`config.mk`:
```
export PLATFORM = sky130hd
export DESIGN_NAME = stage_sequencer
export DESIGN_NICKNAME = d
export VERILOG_FILES = /design/src/rtl/stage_sequencer.sv
export SDC_FILE = /design/constraint.sdc
export NUM_CORES = 1
export LEC_CHECK = 0
export CORE_UTILIZATION = 47
export DETAILED_ROUTE_END_ITERATION = 10
export HOLD_SLACK_MARGIN = 0.08
export PLACE_DENSITY = 0.9
export SETUP_SLACK_MARGIN = 0.4
export SYNTH_ARGS = -nofsm -noshare
export SYNTH_HDL_FRONTEND = slang
export SYNTH_SLANG_ARGS = --single-unit
```
`constraint.sdc`:
```
create_clock -name clk -period 2.1 [get_ports clk]
set_input_delay 0.42 -clock clk [delete_from_list [all_inputs] [get_ports clk]]
set_output_delay 0.42 -clock clk [all_outputs]
set_load 0.02 [all_outputs]
```
`src/rtl/stage_sequencer.sv`:
```
// stage_sequencer: FETCH/DECODE/EXEC/UPDATE control FSM that computes the next PC for the PC register.
module stage_sequencer #(
    parameter int D  = 12,
    parameter int OW = 8
) (
    input  logic          clk,
    input  logic          reset,
    input  logic          start,
    input  logic          stall,
    input  logic [D-1:0]  prog_ctr,
    input  logic          is_halt,
    input  logic          is_jump,
    input  logic          is_branch,
    input  logic          branch_cond,
    input  logic [OW-1:0] offset,
    input  logic [D-1:0]  jump_addr,
    output logic [1:0]    stage,
    output logic [D-1:0]  target,
    output logic          running,
    output logic          done,
    output logic [15:0]   instr_count
);
    typedef enum logic [2:0] {IDLE, FETCH, DECODE, EXEC, UPDATE, HALTED} state_t;
    state_t state, state_nx;
    logic halt_q;
    logic [D-1:0] off_ext;
    logic [D-1:0] target_nx;
    logic exec_done;
    assign off_ext   = D'($signed(offset));
    assign exec_done = state == EXEC && !stall;
    always_comb begin
        state_nx = state;
        case (state)
            IDLE:    state_nx = start ? FETCH : IDLE;
            FETCH:   state_nx = stall ? FETCH : DECODE;
            DECODE:  state_nx = stall ? DECODE : EXEC;
            EXEC:    state_nx = stall ? EXEC : UPDATE;
            UPDATE:  state_nx = halt_q ? HALTED : FETCH;
            HALTED:  state_nx = HALTED;
            default: state_nx = IDLE;
        endcase
    end
    always_comb begin
        target_nx = is_halt ? prog_ctr :
                    is_jump ? jump_addr :
                    (is_branch && branch_cond) ? prog_ctr + off_ext :
                    prog_ctr + D'(1);
    end
    // Outputs are registered from the next state so they line up with the state register.
    always_ff @(posedge clk or negedge reset) begin
        if (!reset) begin
            state       <= IDLE;
            halt_q      <= 1'b0;
            target      <= '0;
            stage       <= 2'b00;
            running     <= 1'b0;
            done        <= 1'b0;
            instr_count <= '0;
        end else begin
            state   <= state_nx;
            stage   <= state_nx == DECODE ? 2'b01 :
                       state_nx == EXEC   ? 2'b10 :
                       state_nx == UPDATE ? 2'b11 : 2'b00;
            running <= state_nx inside {FETCH, DECODE, EXEC, UPDATE};
            done    <= state_nx == HALTED;
            if (exec_done) begin
                target <= target_nx;
                halt_q <= is_halt;
            end
            if (state == UPDATE && instr_count != 16'hFFFF)
                instr_count <= instr_count + 16'd1;
        end
    end
endmodule

```
Word-level counts from Yosys, hierarchy flattened. Cells that the tools add are included.

Flip-flop bits (word level): 36. Input bits: 40. Output and inout bits: 32. Logic and storage cells: 39.

Add/subtract/negate cells: 3. Equal/unequal tests: 11. Mux-type cells: 12. Reduce and logical (&&, ||, !) cells: 6.

Operators by type and width (count): $mux W12 (3); $pmux W3 S6 (1); $add A16 B1 Y16 const B (1); $ne A16 B16 Y1 const B (1); $add A12 B1 Y12 const B (1); $add A12 B12 Y12 (1); $eq A3 B2 Y1 const B (4); $eq A3 B3 Y1 const B (4); $mux W2 (4); $eq A3 B1 Y1 const B (2); $mux W3 (2); $reduce_bool A4 Y1 (1); $logic_and A1 B1 Y1 (3); $logic_not A3 Y1 (1); $mux W1 (2); $logic_not A1 Y1 (1).

Longest topological paths before layout. Gate-level depths: netlist of run 1.

Depth in word-level cells: 6. Depth in mapped cells: 10. Gate-level depth less buffers: 10.

Least setup slack after synthesis of run 1. Ideal clock, no wire load.

Path type: input -> register. Start: input port offset[6]. End: register target[11]. Library setup time: 0.073 ns. Arrival time: 2.137 ns. Data required time: 2.027 ns. Path slack: -0.110 ns. Cell stages on the path: 7. Path buffers: 0. Cells stage by stage: and3_1 ha_1 a211o_1 a2bb2oi_2 or4_1 o311a_1 a21oi_2.

Word-level cells in the longest chain between the ends: 4.

RTL lines: start, declared (line 15) `input logic [OW-1:0] offset,`; $add A12 B12 Y12 (line 46) `(is_branch && branch_cond) ? prog_ctr + off_ext :`; $mux W12 (line 46); $mux W12 (line 45) `is_jump ? jump_addr :`; $mux W12 (line 44) `target_nx = is_halt ? prog_ctr :`; end signal, assigned (line 67) `target <= target_nx;`; end, declared (line 18) `output logic [D-1:0] target,`.

Every way passes these cells. A chain may end at the register's enable or synchronous reset.

Final worst setup path of run 1.
Start: input port branch_cond. End: register target[8].

Word-level cells in the longest chain between the ends: 4.

RTL lines: start, declared (line 14) `input logic branch_cond,`; $logic_and A1 B1 Y1 (line 46); $mux W12 (line 46); $mux W12 (line 45); $mux W12 (line 44).

Every way passes these cells.

==> results of run 1 <==
## registers in the layout, indices dropped and copies added, names as in the netlist
register	cells
instr_count	16
target	12
state	3
stage	2
done	1
halt_q	1
running	1
## power by group through the flow
stage	Clock, mW	Combinational (mW)	Sequential [mW]
after CTS	0.469	1.35	1.08
final	0.467	1.47	1.07
after detailed placement	0	1.32	1.09
after global routing	0.498	1.58	1.09
after global placement	0	1.29	1.08
after floorplan	0	0.479	1.28
## worst reg2reg max path: cells and delay by family (launching register included)
| family | cells | cell delay [ns] |
|---|---|---|
| compound gates | 1 | 0.11 |
| fa+ha+maj | 1 | 0.22 |
| buf+inv | 1 | 0.16 |
| flops | 1 | 0.40 |
| mux | 1 | 0.30 |
| simple gates | 2 | 0.39 |
## Yosys cell counts, types with 3 or more instances
library cell / count
or4_1: 3
o21ai_1: 12
ha_1: 8
o21ai_0: 10
and3_1: 7
xnor2_1: 9
nand4_1: 4
inv_1: 6
nand2_1: 28
dfrtp_1: 36
nor2b_1: 7
clkbuf_1: 9
xor2_1: 11
nand3_1: 11
nor3_1: 7
a21oi_1: 12
a211oi_1: 5
nand2b_1: 4
mux2i_1: 4
nor2_1: 22
a31oi_1: 4
o31ai_1: 3
o21a_1: 4
## layout by cell type, fill, tap and decap left out, types with 3 or more instances in the layout
| cell type | n |
|---|---|
| a21oi_1 | 8 |
| a21oi_2 | 5 |
| a31oi_1 | 3 |
| and3_4 | 5 |
| buf_12 | 4 |
| buf_4 | 50 |
| buf_6 | 7 |
| clkbuf_8 | 5 |
| clkdlybuf4s50_1 | 28 |
| dfrtp_1 | 34 |
| dlygate4sd2_1 | 27 |
| dlymetal6s2s_1 | 8 |
| ha_4 | 6 |
| inv_1 | 4 |
| mux2i_1 | 4 |
| nand2_1 | 27 |
| nand2b_1 | 4 |
| nand3_1 | 8 |
| nand3_2 | 3 |
| nand4_1 | 4 |
| nor2_1 | 20 |
| nor2b_1 | 5 |
| nor3_1 | 4 |
| o21a_1 | 4 |
| o21ai_0 | 8 |
| o21ai_1 | 12 |
| xnor2_1 | 9 |
| xor2_1 | 10 |
## what timing repair did
action / in CTS / in global routing
gates resized for setup: 81 / 30
cloned: 0 / 0
setup buffers: 11 / 9
endpoints found under the setup margin: 34 / 31
pin swaps: 29 / 21
## logic make-up after synthesis
logic type	synth area share, %
compound gates	20.8
xor+xnor	7.62
fa+ha+maj	5.22
buf+inv	2.83
flops	39.2
mux	2.23
simple gates	22.1
## final timing paths
path                            depth (start not counted)        endpoint  slack (ns)            from
max in group asynchronous                               2  instr_count[0]        1.59           reset
worst max-delay path                                   11       target[8]       -0.13     branch_cond
worst max register to register                          6  instr_count[1]        0.41  instr_count[1]
worst min-delay path                                    2  instr_count[6]        0.16           reset
worst min register to register                          1  instr_count[7]        0.49  instr_count[7]
min in group clk                                        1  instr_count[7]        0.49  instr_count[7]
## per-stage QoR
stage	setup TNS, ns	setup WS, ns
finish	-0.163	-0.127
global route	-0.335	-0.148
CTS	0	0.0256
detailed placement	-6.25	-0.787
global placement	-5.21	-0.688
floorplan	-0.0367	-0.0331
## per-layer routing
layer	vias up	part of all wire, %
li1	1200	-
met1	1295	39
met2	158	51
met3	36	6.2
met4	0	4.0
met5	-	0
## layout make-up
class	count	area, um^2
repair buffers	129	1190
fillers	248	791
multi-input cells	208	1650
clock inverters	1	5.00
inverters	7	26.3
flip-flops and latches	36	903
clock buffers	6	72.6
well taps	67	83.8
==> qor.txt, run 1 <==
Status: finished, violations left
Failing checks: setup timing
Maximum root-to-sink buffer count: 2
Final cell count without fillers: 454
Synthesis Warnings: 0
Clk Latency, worst-skew pair: 0.29 ns
Routed Antenna Nets: 0
CP max stage delay: 0.36 ns
Die ar.: 5180 um^2
Peak supply drop: 0.447 mV
Port Buf Inserts: 71
Drc violations: 0
Tightest Pin Transition: 0.460 ns
Vias in the first global route: 2597
Min Tclk post-route: 2.23 ns
Rows: 25
Gr usage total: 29.9%
P_sw: 1.18 mW
Die Wd: 72.0 um
Final #Nets: 436
Hold-fix buffers, CTS: 0
Initial antenna violation count: 0
Crit path buffers/inverters: 2
Hold slack: 0.160 ns
Design area: 3930 um^2
Share of the synthesized area in the top cell type: 39.2%
FFs w/ async S/R, synth: 100%
Max Slew Vio Count: 0
Vias per cell: 5.92
Worst Clk Skew: 0.00439 ns
Sw Ratio: 39.0%
Busiest grt layer: met2
Clock sink count: 36
Worst Path Required: 2.27 ns
Pwr dens: 767 nW/um^2
Syn Nets: 310
Global-route wire length before repair: 12.0 mm
Htree depth: 2
Hpwl dp: 4.93 mm
Pin count of the biggest net entering global routing: 37
Met2 usage: 52.7%
Inst Count DP: 427
Leakage Power: 1.85 nW
Synth cell types: 51
Worst setup margin: -0.127 ns
Clock buffer count from CTS: 5
Slew margin rel.: 69.3%
WL final: 8.16 mm
Comb power frac: 48.9%
Post-Syn Area: 2300 um^2
Final Wtd Congestion: 0.872
Fin util: 83.3%
DR vias: 2689
Syn Inst Count: 261
Final setup vio count: 2
Synth top area cells: dfrtp_1 (39%), nand2_1 (4.6%), ha_1 (4.4%)
Seq cells post-synth: 36
Post-synth EDFFs: 0
Grt ovf: 0
CTS root buf: clkbuf_8
Most area-hungry cell type in the Yosys netlist: dfrtp_1
Clock slew at reported path FFs: 0.07 ns
CP Class: input port to flop
Worst-path fanout max: 3
Crit-path slowest cell: fa_2
Synth Area per Inst: 8.81 um^2
Crit-path leading delay family: compound AO/OA/AOI/OAI gates
Peak Freq: 0.449 GHz
CP endpoint kind: flop
Placed Area: 3460 um^2
CTS tree: done
Worst hold path type: input port to async pin
Final Hold Viols: 0
Layout cells sized above 1: 32.0%
Crit path cell chain: buf_12 > nand3b_1 > ha_2 > inv_2 > fa_2 > nor2b_2 > o31a_1 > o22ai_2 > mux2i_1 > a211oi_1 > o21ai_2
Boundary Pins: 72
Iteration-0 DRC Markers: 172
Maxcap violations: 0
Layout area overhead: 71.0%
Ant diodes: 0
Register share of total power: 35.6%
Most used DFF post-synth: dfrtp_1
CP Launch Type: input port
Crit share post-route: 106%
Crit path arrival time: 2.40 ns
First-pass detailed-route iteration total: 5
WL/cell: 18.0 um
Core Region: 4720 um^2
Met1 Usage GRT: 37.1%
Tot Pwr: 3.01 mW
Die Height: 72.0 um
Post-synthesis sequential area ratio: 39.2%
RSZ-0062 raised after global routing: true
Initial core utilization: 48.7%
Cell-internal power: 1.84 mW
M3 GR Usage: 4.86%
Clk network pwr share: 15.5%
No activity file was read; power rests on OpenSTA's default activity.
==> run 2: changes to the inputs <==
Settings changed: CAP_MARGIN from default to 20.
==> results of run 2 <==
Same layout as run 1: the final DEF is identical, and so are final timing and power.
